<file path="src/rtl/multicycle_ctrl.sv">
// Main control FSM for the multi-cycle MIPS datapath: sequences fetch/decode/
// execute/memory/writeback over shared resources and counts retired instructions.
module multicycle_ctrl #(
  parameter int CNT_WIDTH = 32,
  parameter int STATE_W   = 4
) (
  input  logic                 clk_i,
  input  logic                 rst_i,
  input  logic [5:0]           instr_op_i,
  input  logic [5:0]           funct_i,
  input  logic                 zero_i,
  input  logic                 mem_ready_i,
  output logic                 pc_write_o,
  output logic                 iord_o,
  output logic                 mem_read_o,
  output logic                 mem_write_o,
  output logic                 ir_write_o,
  output logic                 reg_dst_o,
  output logic                 mem_to_reg_o,
  output logic                 reg_write_o,
  output logic                 alu_src_a_o,
  output logic [1:0]           alu_src_b_o,
  output logic [1:0]           alu_op_o,
  output logic [1:0]           pc_source_o,
  output logic                 ext_sel_o,
  output logic [STATE_W-1:0]   state_o,
  output logic [CNT_WIDTH-1:0] instr_cnt_o
);

  typedef enum logic [3:0] {
    FETCH    = 4'd0,
    DECODE   = 4'd1,
    MEM_ADDR = 4'd2,
    MEM_RD   = 4'd3,
    MEM_WB   = 4'd4,
    MEM_WR   = 4'd5,
    R_EXEC   = 4'd6,
    R_WB     = 4'd7,
    BRANCH   = 4'd8,
    JUMP     = 4'd9,
    I_EXEC   = 4'd10,
    I_WB     = 4'd11
  } state_t;

  localparam logic [5:0] OP_RTYPE = 6'h00;
  localparam logic [5:0] OP_J     = 6'h02;
  localparam logic [5:0] OP_BEQ   = 6'h04;
  localparam logic [5:0] OP_BNE   = 6'h05;
  localparam logic [5:0] OP_ADDI  = 6'h08;
  localparam logic [5:0] OP_SLTI  = 6'h0A;
  localparam logic [5:0] OP_ORI   = 6'h0D;
  localparam logic [5:0] OP_LW    = 6'h23;
  localparam logic [5:0] OP_SW    = 6'h2B;

  state_t state;
  state_t state_next;
  logic   retire;

  always_ff @(posedge clk_i) begin
    if (rst_i) begin
      state       <= FETCH;
      instr_cnt_o <= '0;
    end else begin
      state <= state_next;
      if (retire)
        instr_cnt_o <= instr_cnt_o + 1'b1;
    end
  end

  assign state_o = STATE_W'(state);

  always_comb begin
    state_next   = FETCH;
    retire       = 1'b0;
    pc_write_o   = 1'b0;
    iord_o       = 1'b0;
    mem_read_o   = 1'b0;
    mem_write_o  = 1'b0;
    ir_write_o   = 1'b0;
    reg_dst_o    = 1'b0;
    mem_to_reg_o = 1'b0;
    reg_write_o  = 1'b0;
    alu_src_a_o  = 1'b0;
    alu_src_b_o  = 2'b00;
    alu_op_o     = 2'b00;
    pc_source_o  = 2'b00;
    ext_sel_o    = 1'b1;

    case (state)
      FETCH: begin
        mem_read_o  = 1'b1;
        alu_src_b_o = 2'b01;
        if (mem_ready_i) begin
          ir_write_o = 1'b1;
          pc_write_o = 1'b1;
          state_next = DECODE;
        end else begin
          state_next = FETCH;
        end
      end
      DECODE: begin
        alu_src_b_o = 2'b11;
        case (instr_op_i)
          OP_LW, OP_SW:             state_next = MEM_ADDR;
          OP_RTYPE:                 state_next = R_EXEC;
          OP_BEQ, OP_BNE:           state_next = BRANCH;
          OP_J:                     state_next = JUMP;
          OP_ADDI, OP_SLTI, OP_ORI: state_next = I_EXEC;
          default: begin
            state_next = FETCH;
            retire     = 1'b1;
          end
        endcase
      end
      MEM_ADDR: begin
        alu_src_a_o = 1'b1;
        alu_src_b_o = 2'b10;
        state_next  = (instr_op_i == OP_SW) ? MEM_WR : MEM_RD;
      end
      MEM_RD: begin
        mem_read_o = 1'b1;
        iord_o     = 1'b1;
        state_next = mem_ready_i ? MEM_WB : MEM_RD;
      end
      MEM_WB: begin
        reg_write_o  = 1'b1;
        mem_to_reg_o = 1'b1;
        retire       = 1'b1;
      end
      MEM_WR: begin
        mem_write_o = 1'b1;
        iord_o      = 1'b1;
        retire      = mem_ready_i;
        state_next  = mem_ready_i ? FETCH : MEM_WR;
      end
      R_EXEC: begin
        alu_src_a_o = 1'b1;
        alu_op_o    = 2'b10;
        state_next  = R_WB;
      end
      R_WB: begin
        reg_write_o = 1'b1;
        reg_dst_o   = 1'b1;
        retire      = 1'b1;
      end
      BRANCH: begin
        alu_src_a_o = 1'b1;
        alu_op_o    = 2'b01;
        pc_source_o = 2'b01;
        pc_write_o  = (instr_op_i == OP_BNE) ? !zero_i : zero_i;
        retire      = 1'b1;
      end
      JUMP: begin
        pc_source_o = 2'b10;
        pc_write_o  = 1'b1;
        retire      = 1'b1;
      end
      I_EXEC: begin
        alu_src_a_o = 1'b1;
        alu_src_b_o = 2'b10;
        alu_op_o    = 2'b11;
        ext_sel_o   = (instr_op_i != OP_ORI);
        state_next  = I_WB;
      end
      I_WB: begin
        reg_write_o = 1'b1;
        retire      = 1'b1;
      end
      default: state_next = FETCH;
    endcase

    // Reset masks every enable so an in-flight access is abandoned cleanly.
    if (rst_i) begin
      pc_write_o  = 1'b0;
      mem_read_o  = 1'b0;
      mem_write_o = 1'b0;
      ir_write_o  = 1'b0;
      reg_write_o = 1'b0;
    end
  end

endmodule

</file>
<file path="config.mk">
export PLATFORM = sky130hd
export DESIGN_NAME = multicycle_ctrl
export DESIGN_NICKNAME = d
export VERILOG_FILES = /design/src/rtl/multicycle_ctrl.sv
export SDC_FILE = /design/constraint.sdc
export NUM_CORES = 1
export LEC_CHECK = 0
export BUFFER_PORTS_ARGS = -buffer_cell sky130_fd_sc_hd__buf_2
export CORE_MARGIN = 8
export CORE_UTILIZATION = 40
export CTS_BUF_LIST = sky130_fd_sc_hd__clkbuf_4
export CTS_CLUSTER_SIZE = 10
export DETAILED_ROUTE_END_ITERATION = 6
export SYNTH_ARGS = -nofsm -noshare
export SYNTH_HDL_FRONTEND = slang
export SYNTH_SLANG_ARGS = --single-unit
</file>
<file path="constraint.sdc">
create_clock -name clk_i -period 5.25 [get_ports clk_i]
set_clock_uncertainty 0.05 [all_clocks]
set_input_delay 0.525 -clock clk_i [delete_from_list [all_inputs] [get_ports clk_i]]
set_output_delay 0.525 -clock clk_i [all_outputs]
set_load 0.01 [all_outputs]
</file>
==> results of run 1 <==
[cell usage in the layout, fill, tap and decap left out, types with 9 or more instances in the layout]
master / instances
sky130_fd_sc_hd__buf_2: 61
sky130_fd_sc_hd__o21ai_0: 21
sky130_fd_sc_hd__nor2_1: 15
sky130_fd_sc_hd__dfxtp_1: 36
sky130_fd_sc_hd__nor3_1: 10
sky130_fd_sc_hd__or3_1: 21
sky130_fd_sc_hd__or4_1: 13
sky130_fd_sc_hd__nand3_1: 11
sky130_fd_sc_hd__and3_1: 9
sky130_fd_sc_hd__o31ai_1: 10
sky130_fd_sc_hd__a21oi_1: 35
sky130_fd_sc_hd__nand4_1: 11
sky130_fd_sc_hd__nand2_1: 18
[area by class of cell]
cell class | instances | area, sq um | area share
multi-input combinational | 232 | 1410 | 0.543
sequential | 36 | 721 | 0.278
timing repair buffer | 61 | 305 | 0.118
tap | 72 | 90.1 | 0.0347
clock buffer | 5 | 37.5 | 0.0145
inverter | 5 | 18.8 | 0.00724
clock inverter | 3 | 13.8 | 0.00531
[power breakdown]
part / internal [mW] / switching (mW)
sequential: 0.275 / 0.00452
combinational: 0.0186 / 0.0346
clock: 0.0492 / 0.0921
total: 0.343 / 0.131
[state kept, by name (all words and copies together) (netlist names)]
register     count
state_o          4
instr_cnt_o     32
[kinds of logic (layout without fill, tap and decap cells)]
logic type | count (synthesis) | count (layout) | synth area share
adders and majority gates | 1 | 1 | 0.00554
DFF | 36 | 36 | 0.319
AOI/OAI and AO/OA | 85 | 85 | 0.230
buffers and inverters | 30 | 74 | 0.0581
muxes | 2 | 2 | 0.00941
and+or+nand+nor | 141 | 141 | 0.366
xor gates and xnor gates | 3 | 3 | 0.0116
[final timing paths]
path / from / to / slack [ns]
min reg2reg: instr_cnt_o[31] / instr_cnt_o[31] / 0.45
max reg2reg: state_o[0] / instr_cnt_o[29] / 2.39
min: instr_cnt_o[31] / instr_cnt_o[31] / 0.45
max: state_o[0] / instr_cnt_o[29] / 2.39
[through the flow]
stage	worst slack [ns]	hold slack [ns]	utilization	cell area (sq um)	power (mW)
global placement	2.45	0.413	0.465	2540	0.339
floorplan	2.76	0.452	-	2260	0.325
CTS	2.41	0.453	0.474	2590	0.480
finish	2.39	0.454	0.474	2590	0.474
detailed placement	2.43	0.436	0.465	2540	0.339
global route	2.28	0.493	0.474	2590	0.503
[tightest hold or removal path: stages, from the launching register on]
cell and delay [ns]:
sky130_fd_sc_hd__dfxtp_1 0.33, sky130_fd_sc_hd__o21ai_0 0.07, sky130_fd_sc_hd__a21oi_1 0.06
[metal layers]
metal	wire [um]	vias to the layer above
li1	-	1225
met1	2760	1111
met2	2940	65
met3	415	2
met4	29	0
met5	0	-
==> out/metrics.cfg, run 1 <==
[finish]
n_antenna_cell=0
area_growth_pct=14.8
layout-drive-gt1-share=0.222
fillCellCount=582
finish.net_count=358
post_layout_nonfiller_instances=414

[logic_synthesis]
synth-edff-count=0
synth.net_count=315
yosysUniqueCellTypes=48
number_of_warnings_issued_by_yosys=0
synth_flop_cell=sky130_fd_sc_hd__dfxtp_1
syn-mean-instance-area_sq_um=7.58
synth_most_common_cell=sky130_fd_sc_hd__dfxtp_1
synth_async_sr_flop_share=0
post_synth_main_area_contributors=sky130_fd_sc_hd__dfxtp_1, sky130_fd_sc_hd__a21oi_1, sky130_fd_sc_hd__or3_1
syn-instance-count=298
cell_type_with_the_highest_aggregate_area_in_the_netlist=sky130_fd_sc_hd__dfxtp_1
synth.cells.most_frequent=sky130_fd_sc_hd__dfxtp_1, sky130_fd_sc_hd__a21oi_1, sky130_fd_sc_hd__o21ai_0, sky130_fd_sc_hd__or3_1, sky130_fd_sc_hd__clkbuf_1
syn_area_sq_um=2260
ys_seq_elements=36
synth-seq-area-share=0.319
synth.top_cell.area_share=0.319

[timing]
final.min_clock_period_ns=2.86
rsz_0062_raised_after_global_routing=no
timing.final.setup_violations=0
final-hold-violation-count=0
tightest_slew_ns=1.16
relSlewSlack=0.217
timing.setup.tns_ns=0
post-route-period-util=0.545
fmax_ghz=0.349
drv_slew=0

[route]
vias=2403
detail_route.first_pass.iterations=4
wl_per_cell_um=14.9
drt_drc_violations_left=0
initial_detailed_routing_violation_count=152
vias_per_cell=5.80
total_wire_length_after_detailed_routing_um=6150
antenna_violating_nets_post_route=0

[clocking]
cts_setup_buffers=0
cts_resized=0
cts_made_buffers=5
clkSinkCount=36
clk-insertion-delay-late_ns=0.34
htree_levels=2
clockBufferDepth=2
clockRootBuffer=sky130_fd_sc_hd__clkbuf_4
tritoncts=done
post_cts_hold_buffer_count=0
clkSlewWorstSetupHoldPaths_ns=0.12

[die]
die-width_um=91.2
num_rows=27
floorplan.die_area_sq_um=8310
core_area_sq_um=5470
start_util=0.413
top_level_ports=68
die_height_um=91.2

[setup_path]
timing.critical_path.from_type=register
critPathKind=register to register
path_max_fanout=61
critical-path-max-stage-delay_ns=0.63
count_of_cell_instances_traversed_by_the_critical_path=5
timing.critical_path.cells=or4b_4, o21bai_1, o32a_4, nor4_1, mux2_2
end_kind=register
worst-endpoint-arrival_ns=3.04
critPathTopFamily=simple AND/OR/NAND/NOR gates
crit_required_ns=5.43
cp_num_buf_inv=0
timing.reg2reg.worst_path_depth=5
cell_type_of_the_slowest_stage_on_the_worst_timing_path=sky130_fd_sc_hd__dfxtp_1

[placement]
globalplace.congestion=0.790
hpwl_um=4330
placed_cells=406
io_buffer_count=61

[pwr]
vdd_drop_max_v=0.0000637
power_density_nw_per_um2=183
power_leakage_nw=0.976

[global_route]
initial_antenna_violation_count=0
grt_pass1_wl_um=10300
first_global_vias=2246
globalRoute.busiestLayer=met2
globalRouteMet1Util=0.170
global_route_met3_usage=0.0510
grt-ovfl-total=0
gr-usage-all-layers=0.144
globalRouteMet2Util=0.243
grt_start_max_net_pins=62

[job]
drv_cap=0

[worst_hold_path]
worst_hold_stages=2
class_of_the_worst_hold_path=register to register

[status]
outcome=complete, no violations

Note: power is estimated with default switching activity, not from simulation.
==> run 2: changes to the inputs <==
==> constraint.sdc (replaced) <==
create_clock -name clk_i -period 2.7 [get_ports clk_i]
set_clock_uncertainty 0.05 [all_clocks]
set_input_delay 0.27 -clock clk_i [delete_from_list [all_inputs] [get_ports clk_i]]
set_output_delay 0.27 -clock clk_i [all_outputs]
set_load 0.01 [all_outputs]
==> run 2 against run 1 <==
Compared with the run above: cell count rose by 2.4%; core utilization increased by 1.7 points; combinational power up 130%; die area unchanged; final area is 3.6% higher; setup slack worse by 2.1 ns; largest power group unchanged.
==> out/metrics.cfg, run 2 (same netlist as run 1, synthesis figures left out) <==
[status]
outcome=complete, no violations

[timing]
final.min_clock_period_ns=2.44  ; -0.426 ns
fmax_ghz=0.410  ; +17%
drv_slew=0  ; unchanged
timing.final.setup_violations=0  ; unchanged
tightest_slew_ns=0.608  ; -0.555 ns
relSlewSlack=0.594  ; +0.377
final-hold-violation-count=0  ; unchanged
post-route-period-util=0.902  ; +0.357
timing.setup.tns_ns=0  ; unchanged
rsz_0062_raised_after_global_routing=no

[pwr]
power.net_switching_uw=251  ; +91%
vdd_drop_max_v=0.000151  ; +140%
post-layout-total-power_uw=938  ; +98%
power_leakage_nw=1.04  ; +6.2%
p_int_uw=687  ; +100%
swShare=0.267  ; -0.00934
power_frac_clock=0.296  ; -0.002
power_density_nw_per_um2=349  ; +91%
power_frac_seq=0.574  ; -0.016
share_of_power_burned_in_combinational_logic=0.130  ; +0.018

[setup_path]
worst-endpoint-arrival_ns=2.65  ; -0.39 ns
end_kind=register
critPathKind=register to register
critical-path-max-stage-delay_ns=0.55  ; -0.08 ns
cell_type_of_the_slowest_stage_on_the_worst_timing_path=sky130_fd_sc_hd__or4b_4
crit_required_ns=2.92  ; -2.51 ns
timing.critical_path.cells=or4b_4, o21bai_1, o32a_4, buf_12, or4_1, a21oi_1
timing.critical_path.from_type=register
path_max_fanout=28  ; -54%

[global_route]
initial_antenna_violation_count=0  ; unchanged
grt_pass1_wl_um=10900  ; +5.6%
gr-usage-all-layers=0.151  ; +0.00640
grt-ovfl-total=0  ; unchanged
grt_start_max_net_pins=33  ; -47%
first_global_vias=2343  ; +4.3%

[clocking]
clk-insertion-delay-late_ns=0.33  ; about the same
htree_levels=2  ; unchanged
clkSlewWorstSetupHoldPaths_ns=0.10  ; -0.02 ns
cts_setup_buffers=0  ; unchanged
cts_resized=0  ; unchanged
clkSinkCount=36  ; unchanged
clockBufferDepth=2  ; unchanged
clockRootBuffer=sky130_fd_sc_hd__clkbuf_4
post_cts_hold_buffer_count=0  ; unchanged
tritoncts=done
cts_made_buffers=5  ; unchanged

[finish]
finish.net_count=369  ; +3.1%
number_of_flip_flops_in_the_largest_register=32  ; unchanged
n_antenna_cell=0  ; unchanged
layout_commonest_cell=sky130_fd_sc_hd__buf_2
area_growth_pct=18.9
top_register=instr_cnt_o
layout_common_cells=sky130_fd_sc_hd__buf_2, sky130_fd_sc_hd__dfxtp_1, sky130_fd_sc_hd__a21oi_1, sky130_fd_sc_hd__o21ai_0, sky130_fd_sc_hd__or3_1
layout-drive-gt1-share=0.247  ; +0.0249

[die]
top_level_ports=68  ; unchanged
start_util=0.413  ; unchanged
floorplan.die_area_sq_um=8310  ; unchanged
die-width_um=91.2  ; unchanged
die_height_um=91.2  ; unchanged
num_rows=27  ; unchanged
core_area_sq_um=5470  ; unchanged

[route]
detail_route.first_pass.iterations=4  ; unchanged
wl_per_cell_um=15.0  ; +1.2%
drt_drc_violations_left=0  ; unchanged
total_wire_length_after_detailed_routing_um=6370  ; +3.6%
antenna_violating_nets_post_route=0  ; unchanged
initial_detailed_routing_violation_count=113  ; -26%
vias_per_cell=5.76  ; -0.77%
vias=2442  ; +1.6%

[placement]
io_buffer_count=61  ; unchanged
globalplace.congestion=0.774  ; -1.9%
hpwl_um=4600  ; +6.4%

[job]
drv_cap=0  ; unchanged

[worst_hold_path]
class_of_the_worst_hold_path=input port to register

-- run 2: cell count changes in the layout (fill, tap and decap cells not counted) --
cell / change
sky130_fd_sc_hd__buf_4: +10
sky130_fd_sc_hd__buf_12: +1
sky130_fd_sc_hd__clkbuf_4: +1
sky130_fd_sc_hd__clkinv_1: -1
sky130_fd_sc_hd__clkinv_2: -1
-- run 2: cell type report --
| type | instances | area [sq um] |
|---|---|---|
| fill | 608 | 2790 |
| sequential | 36 | 721 |
| clock inverter | 1 | 5.00 |
| inverter | 5 | 18.8 |
| tap | 72 | 90.1 |
| multi-input combinational | 232 | 1410 |
| timing repair buffer | 72 | 400 |
| clock buffer | 6 | 45.0 |
-- run 2: power by group through the flow --
stage	Clock (mW)	Combinational, mW	Sequential, mW
2_1_floorplan	0	0.0790	0.553
3_3_place_gp	0	0.121	0.550
3_5_place_dp	0	0.122	0.550
4_1_cts	0.290	0.123	0.538
5_1_grt	0.311	0.134	0.539
6_report	0.278	0.122	0.538
-- run 2: final timing paths --
| path | to | start | cells after the start | slack, ns |
|---|---|---|---|---|
| hold / removal | state_o[1] | instr_op_i[4] | 3 | 0.28 |
| hold reg to reg | instr_cnt_o[31] | instr_cnt_o[31] | 2 | 0.46 |
| setup / recovery | instr_cnt_o[5] | state_o[1] | 6 | 0.26 |
| setup reg to reg | instr_cnt_o[5] | state_o[1] | 6 | 0.26 |
-- run 2: routing by layer --
layer,up-vias,share of wire,track usage
met5,-,0,0
met4,0,0.0066,0.0314
met3,4,0.064,0.0543
met2,60,0.47,0.254
met1,1128,0.46,0.179
li1,1250,-,-
-- run 2: metrics by stage --
step,area [sq um],hold WS [ns],utilization,cells,setup WS (ns)
after CTS,2690,0.258,0.491,424,0.262
final,2690,0.276,0.491,424,0.264
after global placement,2640,0.419,0.482,417,0.310
after floorplan,2260,0.409,-,298,0.289
after global routing,2690,0.276,0.491,424,0.142
after detailed placement,2640,0.438,0.482,417,0.285
-- run 2: worst max-delay path, delay by kind of cell, from the launching register on --
kind,cells,cell delay [ns]
flops,1,0.32
buf+inv,1,0.19
simple gates,2,1.06
compound gates,3,0.75
